--- config.mk ---
export PLATFORM = sky130hd
export DESIGN_NAME = mips_multicycle_ctrl
export DESIGN_NICKNAME = d
export VERILOG_FILES = /design/src/rtl/mips_multicycle_ctrl.sv
export SDC_FILE = /design/constraint.sdc
export NUM_CORES = 1
export LEC_CHECK = 0
export ABC_AREA = 0
export BUFFER_PORTS_ARGS = -buffer_cell sky130_fd_sc_hd__buf_2
export CAP_MARGIN = 0
export CORE_MARGIN = 2
export CORE_UTILIZATION = 30
export CTS_CLUSTER_SIZE = 30
export DETAILED_ROUTE_END_ITERATION = 7
export GPL_TIMING_DRIVEN = 0
export PLACE_DENSITY = 0.63
export SYNTH_ARGS = -nofsm -noshare
export SYNTH_HDL_FRONTEND = slang
export SYNTH_SLANG_ARGS = --single-unit
--- constraint.sdc ---
create_clock -name clk -period 1.6 [get_ports clk]
set_input_delay 0.08 -clock clk [delete_from_list [all_inputs] [get_ports clk]]
set_output_delay 0.08 -clock clk [all_outputs]
set_load 0.02 [all_outputs]
--- src/rtl/mips_multicycle_ctrl.sv ---
// Multicycle MIPS control unit: registered state machine sequencing a shared-memory datapath,
// with optional memory wait-states, a retired-instruction counter and illegal-opcode flagging.
module mips_multicycle_ctrl #(
    parameter bit          MEM_WAIT = 1'b1,
    parameter int unsigned CNT_W    = 32
) (
    input  logic             clk,
    input  logic             reset,
    input  logic [5:0]       op,
    input  logic [5:0]       funct,
    input  logic             zero,
    input  logic             memready,
    output logic             iord,
    output logic             memread,
    output logic             memwrite,
    output logic             irwrite,
    output logic             pcwrite,
    output logic             regwrite,
    output logic [1:0]       regdst,
    output logic [1:0]       memtoreg,
    output logic             alusrca,
    output logic [1:0]       alusrcb,
    output logic             signext,
    output logic             shiftl16,
    output logic [1:0]       pcsrc,
    output logic [3:0]       alucontrol,
    output logic             retired,
    output logic [CNT_W-1:0] instr_count,
    output logic             illegal
);

    localparam logic [5:0] OpRtype = 6'b000000, OpLw   = 6'b100011, OpSw    = 6'b101011;
    localparam logic [5:0] OpBeq   = 6'b000100, OpBne  = 6'b000101, OpAddi  = 6'b001000;
    localparam logic [5:0] OpAddiu = 6'b001001, OpOri  = 6'b001101, OpSlti  = 6'b001010;
    localparam logic [5:0] OpLui   = 6'b001111, OpJ    = 6'b000010, OpJal   = 6'b000011;
    localparam logic [5:0] FnJr    = 6'b001000, FnAdd  = 6'b100000, FnAddu  = 6'b100001;
    localparam logic [5:0] FnSub   = 6'b100010, FnSubu = 6'b100011, FnAnd   = 6'b100100;
    localparam logic [5:0] FnOr    = 6'b100101, FnSlt  = 6'b101010, FnSltu  = 6'b101011;
    localparam logic [3:0] AluAdd  = 4'b0010,   AluSub = 4'b1010,   AluAnd  = 4'b0000;
    localparam logic [3:0] AluOr   = 4'b0001,   AluSlt = 4'b1011,   AluSltu = 4'b1111;

    typedef enum logic [3:0] {
        StFetch, StDecode, StMemAdr, StMemRd, StMemWb, StMemWr, StRtypeEx,
        StRtypeWb, StBranch, StImmEx, StImmWb, StJump, StJrEx
    } state_e;

    state_e           state_q, state_d;
    logic [CNT_W-1:0] cnt_q, cnt_d;
    logic             ready;

    always_comb begin
        ready      = MEM_WAIT ? memready : 1'b1;
        state_d    = state_q;
        iord       = 1'b0;
        memread    = 1'b0;
        memwrite   = 1'b0;
        irwrite    = 1'b0;
        pcwrite    = 1'b0;
        regwrite   = 1'b0;
        regdst     = 2'b00;
        memtoreg   = 2'b00;
        alusrca    = 1'b0;
        alusrcb    = 2'b00;
        signext    = 1'b0;
        shiftl16   = 1'b0;
        pcsrc      = 2'b00;
        alucontrol = 4'b0000;
        retired    = 1'b0;
        illegal    = 1'b0;
        case (state_q)
            StFetch: begin
                memread    = 1'b1;
                alusrcb    = 2'b01;
                alucontrol = AluAdd;
                if (ready) begin
                    irwrite = 1'b1;
                    pcwrite = 1'b1;
                    state_d = StDecode;
                end
            end
            StDecode: begin
                // ALUOut captures the branch target speculatively
                alusrcb    = 2'b11;
                alucontrol = AluAdd;
                case (op)
                    OpLw, OpSw:                             state_d = StMemAdr;
                    OpRtype: state_d = (funct == FnJr) ? StJrEx : StRtypeEx;
                    OpBeq, OpBne:                           state_d = StBranch;
                    OpAddi, OpAddiu, OpOri, OpSlti, OpLui:  state_d = StImmEx;
                    OpJ, OpJal:                             state_d = StJump;
                    default: begin
                        illegal = 1'b1;
                        state_d = StFetch;
                    end
                endcase
            end
            StMemAdr: begin
                alusrca    = 1'b1;
                alusrcb    = 2'b10;
                signext    = 1'b1;
                alucontrol = AluAdd;
                state_d    = (op == OpSw) ? StMemWr : StMemRd;
            end
            StMemRd: begin
                iord    = 1'b1;
                memread = 1'b1;
                if (ready) state_d = StMemWb;
            end
            StMemWb: begin
                regwrite = 1'b1;
                memtoreg = 2'b01;
                retired  = 1'b1;
                state_d  = StFetch;
            end
            StMemWr: begin
                iord     = 1'b1;
                memwrite = 1'b1;
                if (ready) begin
                    retired = 1'b1;
                    state_d = StFetch;
                end
            end
            StRtypeEx: begin
                alusrca = 1'b1;
                state_d = StRtypeWb;
                case (funct)
                    FnAdd, FnAddu: alucontrol = AluAdd;
                    FnSub, FnSubu: alucontrol = AluSub;
                    FnAnd:         alucontrol = AluAnd;
                    FnOr:          alucontrol = AluOr;
                    FnSlt:         alucontrol = AluSlt;
                    FnSltu:        alucontrol = AluSltu;
                    default: begin
                        illegal = 1'b1;
                        state_d = StFetch;
                    end
                endcase
            end
            StRtypeWb: begin
                regwrite = 1'b1;
                regdst   = 2'b01;
                retired  = 1'b1;
                state_d  = StFetch;
            end
            StBranch: begin
                alusrca    = 1'b1;
                alucontrol = AluSub;
                pcsrc      = 2'b01;
                pcwrite    = (op == OpBne) ? ~zero : zero;
                retired    = 1'b1;
                state_d    = StFetch;
            end
            StImmEx: begin
                // LUI relies on rs = r0 so A contributes nothing to the sum
                alusrca = 1'b1;
                alusrcb = 2'b10;
                state_d = StImmWb;
                case (op)
                    OpOri:  alucontrol = AluOr;
                    OpSlti: begin
                        signext    = 1'b1;
                        alucontrol = AluSlt;
                    end
                    OpLui: begin
                        shiftl16   = 1'b1;
                        alucontrol = AluAdd;
                    end
                    default: begin
                        signext    = 1'b1;
                        alucontrol = AluAdd;
                    end
                endcase
            end
            StImmWb: begin
                regwrite = 1'b1;
                retired  = 1'b1;
                state_d  = StFetch;
            end
            StJump: begin
                pcsrc   = 2'b10;
                pcwrite = 1'b1;
                retired = 1'b1;
                state_d = StFetch;
                if (op == OpJal) begin
                    regwrite = 1'b1;
                    regdst   = 2'b10;
                    memtoreg = 2'b10;
                end
            end
            StJrEx: begin
                pcsrc   = 2'b11;
                pcwrite = 1'b1;
                retired = 1'b1;
                state_d = StFetch;
            end
            default: state_d = StFetch;
        endcase
        // Reset must not let any partial transfer or writeback complete
        if (reset) begin
            memread  = 1'b0;
            memwrite = 1'b0;
            irwrite  = 1'b0;
            pcwrite  = 1'b0;
            regwrite = 1'b0;
            retired  = 1'b0;
            illegal  = 1'b0;
        end
        cnt_d = retired ? cnt_q + CNT_W'(1) : cnt_q;
    end

    always_ff @(posedge clk) begin
        if (reset) begin
            state_q <= StFetch;
            cnt_q   <= '0;
        end else begin
            state_q <= state_d;
            cnt_q   <= cnt_d;
        end
    end

    assign instr_count = cnt_q;

endmodule

== Word-level counts from Yosys, hierarchy flattened ==
Index checks and enable logic that the tools add are counted.
Widths: inputs -> output; s select.

* Bits in registers: 36
* Input port bits: 16
* Output and inout bits: 55

* $add $sub $neg: 1
* Eq/ne operators: 35
* Mux-type cells: 41
* Bitwise gates (word level): 1
* Reductions and logical operators: 20

{| class="wikitable"
|+ Operators with widths
! cell !! count
|-
| $eq 6x6->1 const B || 10
|-
| $pmux 4 s5 || 2
|-
| $eq 6x4->1 const B || 6
|-
| $add 32x1->32 const B || 1
|-
| $pmux 4 s7 || 1
|-
| $eq 4x4->1 const B || 5
|-
| $mux 1 || 20
|-
| $reduce_or 2->1 || 10
|-
| $eq 4x3->1 const B || 4
|-
| $mux 4 || 4
|-
| $pmux 4 s4 || 1
|-
| $eq 6x2->1 const B || 2
|-
| $eq 6x3->1 const B || 2
|-
| $pmux 2 s3 || 2
|-
| $reduce_or 12->1 || 1
|-
| $eq 4x2->1 const B || 2
|-
| $pmux 1 s2 || 4
|-
| $pmux 2 s2 || 2
|-
| $pmux 4 s2 || 1
|-
| $reduce_or 8->1 || 1
|-
| $logic_not 6->1 || 1
|-
| $mux 3 || 2
|-
| $ne 2x2->1 const B || 3
|-
| $reduce_or 3->1 || 2
|-
| 9 further kinds || 9
|}

== Longest topological paths before layout ==
* Word-level depth: 5
* Gate-level depth with buffers: 8
* Mapped depth without buffers: 6

== Worst setup path after synthesis ==
Ideal clock, no wire load.

* Path kind: reg-to-output
* Start point: reg state_q[3]
* End point: out alucontrol[1]
* Arrival time: 1815 ps
* Data required time: 1520 ps
* Path slack: -295 ps
* Cell stages (with the launch flop): 5
* Path buffers: 1
* Path through: dfxtp_1 > clkbuf_1 > nand2b_1 > or4_1 > o311ai_1

* Word-level cells in the longest chain between the ends: 3
* Elaborated cells between the ends (all ways): 8

{| class="wikitable"
|+ RTL lines
! element !! line !! source
|-
| start, declared || 47 || <nowiki>state_e state_q, state_d;</nowiki>
|-
| start signal, assigned || 213 || <nowiki>state_q <= StFetch;</nowiki>
|-
| start signal, assigned || 216 || <nowiki>state_q <= state_d;</nowiki>
|-
| $eq 4x1->1 (tied with other cells) || 70 || <nowiki>case (state_q)</nowiki>
|-
| $reduce_or 3->1 (no source line) || -- ||
|-
| $pmux 4 s4 * || 70 ||
|-
| end, declared || 26 || <nowiki>output logic [3:0] alucontrol,</nowiki>
|}

Mark *: on every way between the ends. The rest lies on a longest branch, timed or not.

== Worst setup path after layout ==
* Start point: reg state_q[0]
* End point: out alucontrol[1]

The elaborated chain is that of the path after synthesis.

==> results.toml <==
[outcome]
status = "complete, but fails checks"
violations = "setup timing"

[worst_hold_path]
hold_end = "instr_count[16]$_SDFFE_PP0P_"
hp-start = "reset"
whs_path_depth = 5
hold_class = "input pin to flop"

[critical_path]
critPathCaptureType = "primary output"
cp-start-kind = "flop"
path_max_fanout = 6
worstSetupPathType = "flop to primary output"
rrSetupSlack_ns = -0.28
critPathSlowestCell = "or4_4"
r2r-end = "instr_count[26]$_SDFFE_PP0P_"
r2r-start = "state_q[3]$_SDFFE_PP0P_"
cp.required_ns = 1.52
slowest_delay_ns = 0.53
arrival_ns = 1.87
worstPathCellList = "nand2b_4 -> or4_4 -> o311ai_4 -> buf_6"
ff2ff_path_depth = 8

[pwr]
vdd_drop_max_v = 0.000423
combPwrFrac = 0.159
switching_power_w = 0.000525
clock_power_share = 0.367
p_leak_nw = 1.64
swShare = 0.281
power_frac_seq = 0.474
internal_power_w = 0.00135
pwr_density_cell_nw_per_um2 = 465

[route]
via_per_inst = 5.44
drt_pre_antenna_iters = 4
wl_per_cell_um = 16.1
drt_wl_total_um = 8950
first_iter_violations = 174
drcViolationCount = 0
ant_nets = 0
num_vias = 3031

[grt]
grt_pass1_vias = 2651
antenna_found_initial = 0
grt_max_degree = 12
grt_pass1_wl_um = 12900
grt_overflow = 0
grtUsageTotal = 0.178

[cells_and_area]
layout-drive-gt1-share = 0.509
syn_to_final_growth_pct = 60.9
antenna_cells = 0
nFillCells = 731
final_common_cell = "buf_2"
nNetsFinal = 468
most-common-layout-cells = "buf_2, nor2_1, buf_4, buf_6, nand2_1"

[synthesis]
ys_async_sr_fraction = 0
synth_top_cell_by_area = "dfxtp_1"
synth_area_um2 = 2500
yosys.area.top_type_share = 0.288
yosys_most_used_dff = "dfxtp_1"
synth-seq-cells = 36
synth_cell_type_count = 60
synth_edf_count = 0
synth_area_per_cell_um2 = 7.56
syn_nets = 348
ys_warn_count = 0
synth_top_cells_by_area = "dfxtp_1, nor2_1, xor2_1"
ys_seq_area_frac = 0.288
syn_inst = 331

[placed_design]
finalWeightedCongestion = 0.898
hpwl_um = 5440
io_buffers = 69

[clock_network]
insertion_delay_ns = 0.29
cts.sinks = 36
cts_max_level = 2
cts_tree = "yes"
ctsHoldBuffers = 0
cts_max_path_buffers = 2
clkSlewWorstSetupHoldPaths_ns = 0.08
cts_buffers = 5
ctsRootBufferMaster = "clkbuf_8"

[timing]
finalSetupViolCount = 41
period_needed_ns = 1.95
slew_headroom = 0.414
finalHoldViolations = 0
min_period_over_period = 1.22
clock.fmax_mhz = 513
worst_pin_slew_ns = 0.877
rsz0062_at_grt = "yes"
slew_violations = 0
setup_tns_ns = -6.82
skew_ns = 0.00745
timing.final.ws_setup_ns = -0.351
hold_ws_ns = 0.224

[floorplan]
start_util = 0.307
dieArea_um2 = 9080
die_y_um = 95.3
core_um2 = 8130
io-pin-count = 71
std_cell_rows = 33
fp.dieW_um = 95.3

[flow_run]
maxCapViolCount = 0
## cell families after synthesis
logic type | Yosys count | synth area share
simple gates | 168 | 0.383
compound gates | 72 | 0.188
flops | 36 | 0.288
buf+inv | 33 | 0.0610
xor+xnor | 19 | 0.0665
mux | 2 | 0.00850
fa+ha+maj | 1 | 0.00500
## what timing repair did
item / in CTS / in global routing
buffers inserted: 20 / 26
resized for setup: 87 / 51
endpoints found under the setup margin: 53 / 56
pin swaps: 24 / 31
cloned: 3 / 0
hold endpoints to repair: 0 / 0
## metrics by stage
stage / std cells / setup slack (ns) / total power (W) / area, um^2 / utilization
floorplan: 331 / -0.0582 / 0.00105 / 2660 / -
detailed placement: 505 / -0.334 / 0.00113 / 3140 / 0.386
finish: 557 / -0.351 / 0.00187 / 4030 / 0.495
CTS: 535 / -0.388 / 0.00185 / 3710 / 0.456
global route: 557 / -0.366 / 0.00195 / 4030 / 0.495
global placement: 505 / -0.329 / 0.00113 / 3140 / 0.386
## power groups by stage
stage | clock network [W] | registers, W | logic, W
finish | 0.000686 | 0.000888 | 0.000299
global route | 0.000745 | 0.000887 | 0.000316
CTS | 0.000704 | 0.000888 | 0.000255
detailed placement | 0 | 0.000909 | 0.000221
global placement | 0 | 0.000909 | 0.000220
floorplan | 0 | 0.000908 | 0.000145
## sequential cells by signal (all words and copies together) (netlist names)
register and cells:
state_q 4, instr_count 32
## per-layer routing
layer,share of wire,track usage,vias to the layer above
li1,-,-,1447
met1,0.43,0.231,1456
met2,0.48,0.289,103
met3,0.061,0.0395,25
met4,0.021,0.0640,0
met5,0,0,-
## layout make-up
cell class	count	area (um^2)	area share
sequential	36	778	0.193
multi-input combinational	262	1960	0.487
clock buffer	6	82.6	0.0205
buffer	19	140	0.0348
inverter	10	37.5	0.00933
clock inverter	2	10.0	0.00249
tap	105	131	0.0326
timing repair buffer	117	886	0.220
## worst max path at each step
stage	startpoint	to	slack [ns]	cells after the start
final	state_q[0]$_SDFFE_PP0P_	alucontrol[1]	-0.35	4
after global routing	state_q[0]$_SDFFE_PP0P_	alucontrol[1]	-0.37	4
after detailed placement	state_q[0]$_SDFFE_PP0P_	instr_count[28]$_SDFFE_PP0P_	-0.33	6
after global placement	state_q[3]$_SDFFE_PP0P_	alucontrol[1]	-0.33	5
after floorplan	state_q[3]$_SDFFE_PP0P_	alucontrol[1]	-0.06	4
after CTS	state_q[3]$_SDFFE_PP0P_	alucontrol[1]	-0.39	5
## worst max-delay path: cells and delay by family (launching register included)
family / cells / cell delay, ns
AO/OA/AOI/OAI: 1 / 0.33
buffers and inverters: 1 / 0.16
flip-flops: 1 / 0.38
AND/OR/NAND/NOR: 2 / 0.71
## synthesized netlist by cell type (all sizes together) (2+ instances only)
cell type / number
nand3: 14
nand2: 25
nor2b: 7
a31oi: 5
a211oi: 2
xnor2: 5
and4: 3
nor3b: 3
a21o: 2
or2: 2
and2: 4
or3: 12
inv: 10
buf: 10
nor4: 3
a211o: 2
and3: 7
clkbuf: 13
nor3: 13
a21oi: 20
nand4: 15
nand2b: 6
o311ai: 2
o31ai: 4
o2111ai: 2
a32oi: 3
dfxtp: 36
xor2: 14
o22ai: 3
or4: 5
nor2: 41
or3b: 2
o21ai: 19
Power figures use the tool's default switching activity.
